File: src/rtl/rx_block_lock_pkg.sv
// Shared definitions for the 64b/66b receive block-lock logic:
// sync header encodings, lock FSM states and the header validity helper.
package rx_block_lock_pkg;

    localparam logic [1:0] SYNC_DATA = 2'b01;
    localparam logic [1:0] SYNC_CTRL = 2'b10;

    typedef enum logic [1:0] {
        TEST      = 2'b00,
        SLIP      = 2'b01,
        SLIP_HOLD = 2'b10
    } lock_state_t;

    // Only the two transition patterns are legal sync headers; 00 and 11 are not.
    function automatic logic sh_is_valid(input logic [1:0] sh);
        return (sh == SYNC_DATA) || (sh == SYNC_CTRL);
    endfunction

endpackage

File: src/rtl/rx_block_lock_if.sv
// Header stream from the RX gearbox and the block-lock status returned to it and the PCS.
interface rx_block_lock_if;
    import rx_block_lock_pkg::*;

    logic        header_valid;
    logic [1:0]  header;
    logic        slip;
    logic        block_lock;
    logic        lock_lost;
    logic [15:0] slip_count;

    modport master (
        output header_valid,
        output header,
        input  slip,
        input  block_lock,
        input  lock_lost,
        input  slip_count
    );

    modport slave (
        input  header_valid,
        input  header,
        output slip,
        output block_lock,
        output lock_lost,
        output slip_count
    );

endinterface

File: src/rtl/rx_block_lock.sv
// 64b/66b block-lock FSM: counts sync headers per test window, requests gearbox
// slips until the block boundary is found, and reports lock to the PCS decoder.
module rx_block_lock
    import rx_block_lock_pkg::*;
#(
    parameter int SH_CNT_MAX   = 64,
    parameter int SH_INVLD_MAX = 16,
    parameter int SLIP_WAIT    = 32
) (
    input  logic         xver_rxc,
    input  logic         rx_reset_n,
    input  logic         srst,
    rx_block_lock_if.slave rx
);

    localparam int CNT_W  = $clog2(SH_CNT_MAX + 1);
    localparam int INV_W  = $clog2(SH_INVLD_MAX + 1);
    localparam int WAIT_W = $clog2(SLIP_WAIT + 1);

    lock_state_t         state_r;
    lock_state_t         state_s;
    logic [CNT_W-1:0]    sh_cnt_r;
    logic [CNT_W-1:0]    sh_cnt_s;
    logic [CNT_W-1:0]    sh_cnt_inc_s;
    logic [INV_W-1:0]    sh_invld_cnt_r;
    logic [INV_W-1:0]    sh_invld_cnt_s;
    logic [INV_W-1:0]    sh_invld_inc_s;
    logic [WAIT_W-1:0]   wait_cnt_r;
    logic [WAIT_W-1:0]   wait_cnt_s;
    logic                header_bad_s;
    logic                slip_r;
    logic                slip_s;
    logic                block_lock_r;
    logic                block_lock_s;
    logic                lock_lost_r;
    logic                lock_lost_s;
    logic [15:0]         slip_count_r;
    logic [15:0]         slip_count_s;

    assign header_bad_s   = !sh_is_valid(rx.header);
    assign sh_cnt_inc_s   = sh_cnt_r + CNT_W'(1);
    assign sh_invld_inc_s = sh_invld_cnt_r + {{(INV_W-1){1'b0}}, header_bad_s};

    // Next-state, counter and output decisions for the lock FSM.
    always_comb begin
        state_s        = state_r;
        sh_cnt_s       = sh_cnt_r;
        sh_invld_cnt_s = sh_invld_cnt_r;
        wait_cnt_s     = wait_cnt_r;
        block_lock_s   = block_lock_r;
        slip_s         = 1'b0;
        lock_lost_s    = 1'b0;
        slip_count_s   = slip_count_r;
        case (state_r)
            TEST: begin
                if (rx.header_valid) begin
                    // Too many errors in the window outranks the window-end rule.
                    if (header_bad_s && (!block_lock_r ||
                        (sh_invld_inc_s == INV_W'(SH_INVLD_MAX)))) begin
                        state_s        = SLIP;
                        sh_cnt_s       = {CNT_W{1'b0}};
                        sh_invld_cnt_s = {INV_W{1'b0}};
                        slip_s         = 1'b1;
                        block_lock_s   = 1'b0;
                        lock_lost_s    = block_lock_r;
                        if (slip_count_r != 16'hFFFF) begin
                            slip_count_s = slip_count_r + 16'd1;
                        end else begin
                            slip_count_s = slip_count_r;
                        end
                    end else if (sh_cnt_inc_s == CNT_W'(SH_CNT_MAX)) begin
                        sh_cnt_s       = {CNT_W{1'b0}};
                        sh_invld_cnt_s = {INV_W{1'b0}};
                        if (sh_invld_inc_s == {INV_W{1'b0}}) begin
                            block_lock_s = 1'b1;
                        end else begin
                            block_lock_s = block_lock_r;
                        end
                    end else begin
                        sh_cnt_s       = sh_cnt_inc_s;
                        sh_invld_cnt_s = sh_invld_inc_s;
                    end
                end else begin
                    state_s = TEST;
                end
            end
            SLIP: begin
                state_s    = SLIP_HOLD;
                wait_cnt_s = WAIT_W'(SLIP_WAIT);
            end
            SLIP_HOLD: begin
                wait_cnt_s = wait_cnt_r - WAIT_W'(1);
                if (wait_cnt_s == {WAIT_W{1'b0}}) begin
                    state_s = TEST;
                end else begin
                    state_s = SLIP_HOLD;
                end
            end
            default: begin
                state_s        = TEST;
                sh_cnt_s       = {CNT_W{1'b0}};
                sh_invld_cnt_s = {INV_W{1'b0}};
                wait_cnt_s     = {WAIT_W{1'b0}};
                block_lock_s   = 1'b0;
            end
        endcase
    end

    // State, counters and registered outputs; hard reset is async, soft reset sync.
    always_ff @(posedge xver_rxc or negedge rx_reset_n) begin
        if (!rx_reset_n) begin
            state_r        <= TEST;
            sh_cnt_r       <= {CNT_W{1'b0}};
            sh_invld_cnt_r <= {INV_W{1'b0}};
            wait_cnt_r     <= {WAIT_W{1'b0}};
            slip_r         <= 1'b0;
            block_lock_r   <= 1'b0;
            lock_lost_r    <= 1'b0;
            slip_count_r   <= 16'd0;
        end else if (srst) begin
            state_r        <= TEST;
            sh_cnt_r       <= {CNT_W{1'b0}};
            sh_invld_cnt_r <= {INV_W{1'b0}};
            wait_cnt_r     <= {WAIT_W{1'b0}};
            slip_r         <= 1'b0;
            block_lock_r   <= 1'b0;
            lock_lost_r    <= 1'b0;
            slip_count_r   <= 16'd0;
        end else begin
            state_r        <= state_s;
            sh_cnt_r       <= sh_cnt_s;
            sh_invld_cnt_r <= sh_invld_cnt_s;
            wait_cnt_r     <= wait_cnt_s;
            slip_r         <= slip_s;
            block_lock_r   <= block_lock_s;
            lock_lost_r    <= lock_lost_s;
            slip_count_r   <= slip_count_s;
        end
    end

    assign rx.slip       = slip_r;
    assign rx.block_lock = block_lock_r;
    assign rx.lock_lost  = lock_lost_r;
    assign rx.slip_count = slip_count_r;

endmodule

File: src/flat_wrapper.sv
// flat-port wrapper written by rule: the top's interface ports become plain ports
module rx_block_lock_flat import rx_block_lock_pkg::*;
#(
    parameter int SH_CNT_MAX   = 64,
    parameter int SH_INVLD_MAX = 16,
    parameter int SLIP_WAIT    = 32
)
  (xver_rxc, rx_reset_n, srst, rx_header_valid, rx_header, rx_slip, rx_block_lock, rx_lock_lost, rx_slip_count);
  rx_block_lock_if rx_i ();
  input  logic xver_rxc;
  input  logic rx_reset_n;
  input  logic srst;
  input wire logic [$bits(rx_i.header_valid)-1:0] rx_header_valid;
  input wire logic [$bits(rx_i.header)-1:0] rx_header;
  output wire logic [$bits(rx_i.slip)-1:0] rx_slip;
  output wire logic [$bits(rx_i.block_lock)-1:0] rx_block_lock;
  output wire logic [$bits(rx_i.lock_lost)-1:0] rx_lock_lost;
  output wire logic [$bits(rx_i.slip_count)-1:0] rx_slip_count;
  assign rx_i.header_valid = rx_header_valid;
  assign rx_i.header = rx_header;
  assign rx_slip = rx_i.slip;
  assign rx_block_lock = rx_i.block_lock;
  assign rx_lock_lost = rx_i.lock_lost;
  assign rx_slip_count = rx_i.slip_count;
  rx_block_lock #(.SH_CNT_MAX(SH_CNT_MAX), .SH_INVLD_MAX(SH_INVLD_MAX), .SLIP_WAIT(SLIP_WAIT)) u_core (.xver_rxc(xver_rxc), .rx_reset_n(rx_reset_n), .srst(srst), .rx(rx_i));
endmodule
File: config.mk
export PLATFORM = sky130hd
export DESIGN_NAME = rx_block_lock_flat
export DESIGN_NICKNAME = d
export VERILOG_FILES = /design/src/rtl/rx_block_lock_pkg.sv /design/src/rtl/rx_block_lock_if.sv /design/src/rtl/rx_block_lock.sv /design/src/flat_wrapper.sv
export SDC_FILE = /design/constraint.sdc
export NUM_CORES = 1
export LEC_CHECK = 0
export ABC_AREA = 1
export CAP_MARGIN = 20
export CORE_ASPECT_RATIO = 0.8
export CORE_MARGIN = 4
export CORE_UTILIZATION = 45
export DETAILED_ROUTE_END_ITERATION = 10
export PLACE_DENSITY = 0.72
export SETUP_SLACK_MARGIN = 0.1
export SYNTH_ARGS = -nofsm -noshare
export SYNTH_HDL_FRONTEND = slang
export SYNTH_SLANG_ARGS = --single-unit
File: constraint.sdc
create_clock -name xver_rxc -period 2 [get_ports xver_rxc]
set_input_delay 0.4 -clock xver_rxc [delete_from_list [all_inputs] [get_ports xver_rxc]]
set_output_delay 0.4 -clock xver_rxc [all_outputs]
set_load 0.01 [all_outputs]
== Yosys cells after proc, flatten, opt, wreduce, memory -nomap -nowiden ==
Index checks and enable logic that the tools add are counted.
Cells by class
  muxes and demuxes: 36
  reduce and logical (&&, ||, !) cells: 16
  equal/unequal tests: 13
  add/subtract/negate cells: 4
Operator list (count)
  $mux 16: 5
  $mux 7: 4
  $mux 5: 4
  $pmux 6 s3: 1
  $add 16x1->16 const B: 1
  $ne 16x16->1 const B: 1
  $pmux 7 s2: 1
  $mux 1: 13
  $pmux 5 s2: 1
  $mux 2: 4
  $ne 4x2->1 const B: 2
  $reduce_and 4->1: 2
  $reduce_bool 2->1: 4
  $add 7x1->7 const B: 1
  $eq 7x7->1 const B: 1
  $logic_not 6->1: 1
  $mux 6: 1
  $pmux 2 s3: 1
  $sub 6x1->6 const B: 1
  $add 5x1->5: 1
  $eq 5x5->1 const B: 1
  $logic_not 5->1: 1
  $eq 2x1->1 const B: 2
  $eq 2x2->1 const B: 2
  other kinds (11): 13
Word-level totals
  input port bits: 6
  word-level logic and storage cells: 77
  flip-flop bits (word level): 39

== Logic depth before layout (Yosys ltp) ==
Gate-level depths: netlist (run 1).
  word-level depth: 11
  depth in mapped cells: 14

== Worst setup path after synthesis (run 1) ==
OpenSTA, ideal clock, no wires.
  path type: input to register
  start point: input rx_header[0]
  end point: register u_core.sh_cnt_r[0]
  required time: 1881 ps
  path buffers: 1
  arrival time: 2000 ps
  stages: 12
  setup time: 119 ps
  path slack: -119 ps
  cells stage by stage: xnor2_1 > ha_1 > ha_1 > inv_1 > nand2_1 > nor2_2 > nand3_1 > nand2_2 > nand2_1 > buf_6 > nand4_1 > nand2_1
On the way
  longest elaborated chain between the ends: 11
  elaborated cells between the ends (all ways): 12
  classes of those cells: 1 x add/sub; 3 x eq/ne; 4 x mux; 4 x reduce/logical
RTL lines
  start: declaration: line flat_wrapper.sv:14  | input wire logic [$bits(rx_i.header)-1:0] rx_header;
  $eq 2x1->1 or $eq 2x2->1 (tied branches): line rx_block_lock_pkg.sv:16  | return (sh == SYNC_DATA) || (sh == SYNC_CTRL);
  $logic_or 1x1->1 (*): line rx_block_lock_pkg.sv:16
  $logic_not 1->1 (*): line rx_block_lock.sv:40  | assign header_bad_s = !sh_is_valid(rx.header);
  $add 5x1->5: line rx_block_lock.sv:42  | assign sh_invld_inc_s = sh_invld_cnt_r + {{(INV_W-1){1'b0}}, header_bad_s};
  $eq 5x5->1: line rx_block_lock.sv:59  | (sh_invld_inc_s == INV_W'(SH_INVLD_MAX)))) begin
  $logic_or 1x1->1: line rx_block_lock.sv:58  | if (header_bad_s && (!block_lock_r ||
  $logic_and 1x1->1 (*): line rx_block_lock.sv:58
  $mux 7 (*): line rx_block_lock.sv:58
  $mux 7 (*): line rx_block_lock.sv:56  | if (rx.header_valid) begin
  $pmux 7 s2 (*): line rx_block_lock.sv:54  | case (state_r)
  $mux 7 (*): line rx_block_lock.sv:120  | end else if (srst) begin
  end signal: assignment: line rx_block_lock.sv:113  | sh_cnt_r <= {CNT_W{1'b0}};
  end signal: assignment: line rx_block_lock.sv:122  | sh_cnt_r <= {CNT_W{1'b0}};
  end signal: assignment: line rx_block_lock.sv:131  | sh_cnt_r <= sh_cnt_s;
  end: declaration: line rx_block_lock.sv:22  | logic [CNT_W-1:0] sh_cnt_r;
Mark *: on every way between the ends. The rest lies on a longest branch, timed or not. The select of a mux whose other input is x is not followed.
A chain may end at the register's enable or synchronous reset.

== Final worst setup path (run 1) ==
  start point: register u_core.sh_invld_cnt_r[0]
  end point: register u_core.slip_count_r[12], in the netlist u_core.rx.slip_count[12]
On the way
  longest elaborated chain between the ends: 6
RTL lines
  start: declaration: line rx_block_lock.sv:25  | logic [INV_W-1:0] sh_invld_cnt_r;
  start signal: assignment: line rx_block_lock.sv:114  | sh_invld_cnt_r <= {INV_W{1'b0}};
  start signal: assignment: line rx_block_lock.sv:123  | sh_invld_cnt_r <= {INV_W{1'b0}};
  start signal: assignment: line rx_block_lock.sv:132  | sh_invld_cnt_r <= sh_invld_cnt_s;
  $add 5x1->5: line rx_block_lock.sv:42
  $eq 5x5->1: line rx_block_lock.sv:59
  $logic_or 1x1->1: line rx_block_lock.sv:58
  $logic_and 1x1->1: line rx_block_lock.sv:58
  $reduce_bool 2->1 (no source line)
  $reduce_and 4->1 (no source line)
  end signal: assignment: line rx_block_lock.sv:137  | slip_count_r <= slip_count_s;
  end: declaration: line rx_block_lock.sv:37  | logic [15:0] slip_count_r;
No other way between the ends.

==> results.sh, run 1 <==
export IMPL_status="finished clean"
export IMPL_netlist_area_sq_um=2550
export IMPL_nFillCells=512
export IMPL_period_needed_ns=1.78
export IMPL_vias=2335
export IMPL_fp_row_count=24
export IMPL_cp_required_ns=2.19
export IMPL_drive_gt1_share_pct=14.5
export IMPL_synth_compound_area_share_pct=2.95
export IMPL_fmax_ghz=0.561
export IMPL_ant_nets=0
export IMPL_vias_per_cell=4.88
export IMPL_chipWidth_microns=92.1
export IMPL_clock_sinks=39
export IMPL_syn_area_per_cell_sq_um=7.25
export IMPL_setup_viol=0
export IMPL_dpl_cell_area_sq_um=3070
export IMPL_path_clk_slew_ns=0.08
export IMPL_yosysTopAreaCellShare_pct=38.3
export IMPL_synth_most_common_cell="nand2_1"
export IMPL_drc_errors=0
export IMPL_core_sq_um=5470
export IMPL_die_h_microns=75.3
export IMPL_finalWeightedCongestion=0.875
export IMPL_area_growth_pct=24.8
export IMPL_synth_mux_area_share_pct=0
export IMPL_cts_buffers=5
export IMPL_synth_main_ff_cell="dfrtp_1"
export IMPL_maxSlewHeadroom_pct=65.8
export IMPL_initial_core_util_pct=46.6
export IMPL_p_comb_share_pct=29.8
export IMPL_postSynth_asyncResetShare_pct=100
export IMPL_worstPathArrival_ns=1.97
export IMPL_die_area_sq_um=6930
export IMPL_netlist_top_cell_by_area="dfrtp_1"
export IMPL_synth_top_family_by_area="simple AND/OR/NAND/NOR gates"
export IMPL_worst_slew_pin_transition_ns=0.513
export IMPL_p_clk_share_pct=26.3
export IMPL_critPathMaxFanout=9
export IMPL_grt_overflow=0
export IMPL_synth_edf_count=0
export IMPL_ys_seq_area_share_pct=38.3
export IMPL_placed_cells=468
export IMPL_finalInstanceArea_sq_um=3180
export IMPL_fin_nets=414
export IMPL_max_cap_viol_count=0
export IMPL_drtIter0Drc=121
export IMPL_worstSetupPathType="flip-flop to flip-flop"
export IMPL_grt_pass1_wl_microns=9280
export IMPL_antenna_cells=0
export IMPL_synthTopCellsByArea="dfrtp_1, nand2_1, nand3_1"
export IMPL_finalHoldViolCount=0
export IMPL_hp_class="primary input to asynchronous set/reset pin"
export IMPL_cts_max_path_buffers=2
export IMPL_final_cells=478
export IMPL_cts_max_level=2
export IMPL_total_power_uw=1990
export IMPL_switching_share_pct=33.2
export IMPL_skew_ns=0.00728
export IMPL_max_vdd_ir_drop_v=0.000348
export IMPL_wirelength_microns=5490
export IMPL_finalMaxSlewViolations=0
export IMPL_grt_pass1_vias=2006
export IMPL_cts_tree="built"
export IMPL_cts_root_buf="clkbuf_8"
export IMPL_synthTopCellsByCount="nand2_1, nor2_1, dfrtp_1"
export IMPL_wl_per_cell_microns=11.5
export IMPL_rsz0062_at_grt="no"
export IMPL_num_io_pins=25
export IMPL_period_share_pct=89.1
export IMPL_synth_distinct_cells=31
export IMPL_synth_xor_area_share_pct=6.19
export IMPL_grt_usage_pct=16.6
export IMPL_grt_start_max_net_pins=22
export IMPL_synthCells=351
export IMPL_setup_worst_path_start_class="flip-flop"
export IMPL_synth_simple_gate_area_share_pct=40.1
export IMPL_end_kind="flip-flop"
export IMPL_antenna_found_initial=0
export IMPL_seqPwrFrac_pct=43.9
export IMPL_dp_hpwl_microns=4180
export IMPL_io_buffer_count=24
export IMPL_synthAdderAreaFrac_pct=4.42
export IMPL_syn_num_nets=366
export IMPL_ys_ff_latch=39
export IMPL_fin_tns_setup_ns=0
export IMPL_leakage_uw=0.00153
export IMPL_p_per_area_nw_per_um2=626
export IMPL_clk_latency_ns=0.29
export IMPL_power_switching_uw=660
export IMPL_p_int_uw=1330
export IMPL_yosysWarningCount=0
export IMPL_first_pass_iters=5
-- cell usage in the layout, fill, tap and decap left out, types with 7 or more instances in the layout --
| master | instances |
|---|---|
| clkdlybuf4s50_1 | 21 |
| dfrtp_1 | 39 |
| nor2_1 | 46 |
| inv_1 | 32 |
| nand4_1 | 16 |
| nand2_1 | 104 |
| buf_4 | 22 |
| ha_1 | 7 |
| nand3_1 | 38 |
| xor2_1 | 14 |
-- flip-flops by register name, summed over array words and instances (netlist names) --
| name | flops |
|---|---|
| u_core.wait_cnt_r | 6 |
| u_core.rx.lock_lost | 1 |
| u_core.rx.slip_count | 16 |
| u_core.sh_invld_cnt_r | 5 |
| u_core.rx.slip | 1 |
| u_core.rx.block_lock | 1 |
| u_core.sh_cnt_r | 7 |
| u_core.state_r | 2 |
-- metal layers --
layer	vias to the layer above	share of wire (%)	wire, microns	GRT usage (%)
met5	-	0	0	0
met4	0	1.4	78	4.78
met3	9	4.9	269	3.20
met2	56	45	2460	26.1
met1	1050	49	2680	23.8
li1	1220	-	-	-
-- final cells by class --
type | instances | area (sq um) | area share, %
multi-input cells | 265 | 1430 | 44.9
flip-flops and latches | 39 | 976 | 30.7
repair buffers | 50 | 453 | 14.3
inverters | 38 | 144 | 4.53
well taps | 78 | 97.6 | 3.07
clock buffers | 7 | 76.3 | 2.40
clock inverters | 1 | 5.00 | 0.157
-- power groups by stage --
stage | clock network [uW] | logic (uW) | registers (uW)
6_report | 524 | 593 | 873
5_1_grt | 576 | 667 | 879
2_1_floorplan | 0 | 365 | 885
3_3_place_gp | 0 | 564 | 886
4_1_cts | 545 | 593 | 871
3_5_place_dp | 0 | 582 | 886
-- logic make-up after synthesis --
family,count (synthesis)
xor gates and xnor gates,18
and+or+nand+nor,225
buffers and inverters,47
adders and majority gates,9
DFF,39
AOI/OAI and AO/OA,13
-- critical path: stages, from the launching register on --
cell,delay [ns]
dfrtp_1,0.42
ha_4,0.18
ha_4,0.23
inv_2,0.05
nand2_1,0.06
nor2_2,0.12
nand3_1,0.09
nand2_2,0.10
nand3_4,0.13
buf_6,0.17
nand3_1,0.06
nand2_1,0.06
-- worst paths after layout --
kind                                            end  slack (ns)  cells after the start                startpoint
setup / recovery           u_core.rx.slip_count[12]        0.22                     11  u_core.sh_invld_cnt_r[0]
hold / removal             u_core.rx.slip_count[10]        0.06                      1                rx_reset_n
setup reg to reg           u_core.rx.slip_count[12]        0.22                     11  u_core.sh_invld_cnt_r[0]
hold reg to reg                  u_core.sh_cnt_r[1]        0.53                      2        u_core.sh_cnt_r[1]
max in group asynchronous        u_core.sh_cnt_r[6]        1.45                      2                rx_reset_n
min in group xver_rxc            u_core.sh_cnt_r[1]        0.53                      2        u_core.sh_cnt_r[1]
-- through the flow --
stage | hold slack (ns) | utilization, % | setup WS, ns
2_1_floorplan | 0.104 | - | 0.100
3_3_place_gp | 0.394 | 56.2 | -0.412
3_5_place_dp | 0.406 | 56.2 | -0.462
4_1_cts | 0.0802 | 58.1 | 0.109
5_1_grt | 0.0995 | 58.2 | 0.102
6_report | 0.0636 | 58.2 | 0.217
-- timing repair --
action	in CTS	in global routing
endpoints found under the hold margin	0	0
hold buffers	0	0
pin swaps	1	4
gates resized for setup	6	5
setup endpoints to repair	33	29
buffers inserted	1	1
Note: power is estimated with default switching activity, not from simulation.
==> run 2: changes to the inputs <==
--- a/config.mk
+++ b/config.mk
@@ -5,13 +5,12 @@
 export SDC_FILE = /design/constraint.sdc
 export NUM_CORES = 1
 export LEC_CHECK = 0
-export ABC_AREA = 1
 export CAP_MARGIN = 20
-export CORE_ASPECT_RATIO = 0.8
-export CORE_MARGIN = 4
+export CORE_ASPECT_RATIO = 0.7
+export CORE_MARGIN = 2
 export CORE_UTILIZATION = 45
 export DETAILED_ROUTE_END_ITERATION = 10
-export PLACE_DENSITY = 0.72
+export PLACE_DENSITY = 0.73
 export SETUP_SLACK_MARGIN = 0.1
 export SYNTH_ARGS = -nofsm -noshare
 export SYNTH_HDL_FRONTEND = slang
==> run 2 against run 1 <==
Effect of this change:
- the run now ends with negative setup slack left
- sequential share of layout area decreased by 1.8 points
- via count fell by 4.5%
- non-clock buffer count increased by 44
- global-route usage up 5.4 points
- combinational power is 32% lower
- critical endpoint is now u_core.rx.slip_count[8]
- highest routed layer unchanged
==> results.sh, run 2 <==
export IMPL_status="finished with violations"
export IMPL_violations="negative setup slack"
export IMPL_synthTopCellsByArea="dfrtp_1, ha_1, a21oi_1"
export IMPL_netlist_top_cell_by_area="dfrtp_1"
export IMPL_vias=2231
export IMPL_synthTopCellsByCount="dfrtp_1, nand2_1, a21oi_1"
export IMPL_io_buffer_count=24
export IMPL_synth_distinct_cells=44
export IMPL_p_comb_share_pct=21.1
export IMPL_cts_root_buf="clkbuf_8"
export IMPL_die_area_sq_um=5640
export IMPL_fin_nets=358
export IMPL_rsz0062_at_grt="yes"
export IMPL_rrSetupSlack_ns=-0.46
export IMPL_nFillCells=358
export IMPL_cts_max_level=2
export IMPL_synth_edf_count=0
export IMPL_cts_max_path_buffers=2
export IMPL_period_share_pct=124
export IMPL_fin_hold_ws_ns=0.0579
export IMPL_netlist_area_sq_um=2270
export IMPL_p_per_area_nw_per_um2=569
export IMPL_cts_buffers=5
export IMPL_finalHoldViolCount=0
export IMPL_drive_gt1_share_pct=32.6
export IMPL_grt_pass1_wl_microns=9670
export IMPL_setup_worst_path_start_class="primary input"
export IMPL_synth_most_common_cell="dfrtp_1"
export IMPL_initial_core_util_pct=47.2
export IMPL_syn_area_per_cell_sq_um=9.05
export IMPL_skew_ns=0.00409
export IMPL_cpLargestDelayFamily="simple AND/OR/NAND/NOR gates"
export IMPL_largest_reg_flops=16
export IMPL_path_clk_slew_ns=0.08
export IMPL_period_needed_ns=2.49
export IMPL_worstPathArrival_ns=2.72
export IMPL_seqPwrFrac_pct=42.7
export IMPL_drc_errors=0
export IMPL_clk_latency_ns=0.30
export IMPL_area_growth_pct=48.5
export IMPL_postSynth_asyncResetShare_pct=100
export IMPL_syn_num_nets=266
export IMPL_setup_viol=32
export IMPL_cp_slowest_cell="or4_1"
export IMPL_crit_path_cell_trace="buf_8 -> xor2_4 -> clkinv_4 -> ha_4 -> ha_4 -> xor2_1 -> or3_4 -> o31ai_4 -> buf_4 -> nand3_2 -> or4_1 -> a21oi_1"
export IMPL_cts_tree="built"
export IMPL_crit_path_frequent_cell="ha_4"
export IMPL_worstSetupPathType="primary input to flip-flop"
export IMPL_grt_overflow=0
export IMPL_leakage_uw=0.00148
export IMPL_vias_per_cell=5.40
export IMPL_max_cap_viol_count=0
export IMPL_yosysWarningCount=0
export IMPL_drtIter0Drc=162
export IMPL_r2r_start="u_core.sh_invld_cnt_r[0]"
export IMPL_synthCells=251
export IMPL_p_clk_share_pct=36.2
export IMPL_grt_start_max_net_pins=29
export IMPL_max_vdd_ir_drop_v=0.000441
export IMPL_fmax_ghz=0.402
export IMPL_final_cells=413
export IMPL_wl_per_cell_microns=13.9
export IMPL_ys_ff_latch=39
export IMPL_antenna_found_initial=0
export IMPL_first_pass_iters=5
export IMPL_antenna_cells=0
export IMPL_finalMaxSlewViolations=0
export IMPL_layout_commonest_cell="buf_4"
export IMPL_die_h_microns=63.4
export IMPL_p_int_uw=1410
export IMPL_dp_hpwl_microns=4030
export IMPL_switching_share_pct=26.5
export IMPL_slowest_delay_ns=0.48
export IMPL_wirelength_microns=5750
export IMPL_fin_tns_setup_ns=-9.27
export IMPL_utilization_pct=70.1
export IMPL_num_io_pins=25
export IMPL_chipWidth_microns=88.9
export IMPL_end_kind="flip-flop"
export IMPL_ys_seq_area_share_pct=43.0
export IMPL_fp_row_count=21
export IMPL_final_cell_mix="buf_4, dfrtp_1, nand2_1, clkdlybuf4s50_1, a21oi_1"
export IMPL_setup_ws_ns=-0.487
export IMPL_power_switching_uw=508
export IMPL_grt_usage_pct=22.1
export IMPL_postCtsHoldBufs=0
export IMPL_r2r_end="u_core.rx.slip_count[8]"
export IMPL_worst_path_buf_inv=3
export IMPL_core_sq_um=4810
export IMPL_worst_slew_pin_transition_ns=0.535
export IMPL_ant_nets=0
export IMPL_cp_required_ns=2.23
export IMPL_critPathMaxFanout=4
export IMPL_finalWeightedCongestion=0.871
export IMPL_yosysTopAreaCellShare_pct=43.0
export IMPL_ff2ff_path_depth=9
export IMPL_grt_pass1_vias=2113
export IMPL_hp_class="primary input to asynchronous set/reset pin"
export IMPL_clock_sinks=39
export IMPL_maxSlewHeadroom_pct=64.2
export IMPL_synth_main_ff_cell="dfrtp_1"
export IMPL_placed_cells=387
## run 2: changes by cell type after synthesis, moves of 11 or more
cell,change
nand2_1,-79
nor2_1,-30
inv_1,-27
nand3_1,-26
a21oi_1,+18
o21ai_0,+18
or3_1,+12
nand4_1,-11
## run 2: power groups by stage
| stage | combinational [uW] | sequential, uW | clock [uW] |
|---|---|---|---|
| after floorplan | 171 | 839 | 0 |
| after global placement | 325 | 833 | 0 |
| after detailed placement | 331 | 834 | 0 |
| after CTS | 381 | 819 | 710 |
| after global routing | 442 | 821 | 751 |
| final | 405 | 819 | 695 |
## run 2: logic make-up (layout without fill, tap and decap cells)
family                   Yosys count  after routing  synth area share [%]
adder cells (fa/ha/maj)            9              9                  4.96
AND/OR/NAND/NOR                  112            112                  27.2
multiplexers                       2              2                 0.882
flip-flops                        39             39                  43.0
AO/OA/AOI/OAI                     63             63                  17.1
XOR/XNOR                           9              9                  3.80
buffers and inverters             17            110                  3.14
## run 2: final cells by class
cell class | count | area [sq um] | share of cell area (%)
well taps | 69 | 86.3 | 2.56
repair buffers | 94 | 798 | 23.7
inverters | 8 | 35.0 | 1.04
clock buffers | 6 | 82.6 | 2.45
multi-input cells | 195 | 1360 | 40.3
clock inverters | 2 | 35.0 | 1.04
flip-flops and latches | 39 | 976 | 28.9
## run 2: layer usage
layer  up-vias  track usage [%]  part of all wire, %
met5         -                0                    0
met4         0             6.44                  1.4
met3         9             3.93                  3.4
met2        49             33.0                   46
met1      1077             32.5                   49
li1       1096                -                    -
## run 2: worst max-delay path by stage
stage / cells past startpoint / slack, ns / endpoint / start
2_1_floorplan: 11 / -0.75 / u_core.rx.slip_count[9] / rx_header[1]
3_3_place_gp: 12 / -1.28 / u_core.rx.slip_count[3] / rx_header[1]
3_5_place_dp: 12 / -1.37 / u_core.rx.slip_count[9] / rx_header[1]
4_1_cts: 12 / -0.47 / u_core.rx.slip_count[9] / rx_header[0]
5_1_grt: 12 / -0.57 / u_core.rx.slip_count[8] / rx_header[0]
6_report: 12 / -0.49 / u_core.rx.slip_count[8] / rx_header[0]
## run 2: repair_timing
item                       in CTS  in global routing
setup endpoints to repair      34                 34
gates cloned                    0                  0
gates resized for setup        32                 12
pin swaps                      18                  6
buffers inserted               12                  6
## run 2: metrics by stage
stage | instance area [sq um] | power, uW | setup slack, ns
CTS | 3300 | 1910 | -0.473
global route | 3370 | 2010 | -0.570
detailed placement | 3020 | 1170 | -1.37
finish | 3370 | 1920 | -0.487
global placement | 3020 | 1160 | -1.28
floorplan | 2330 | 1010 | -0.745
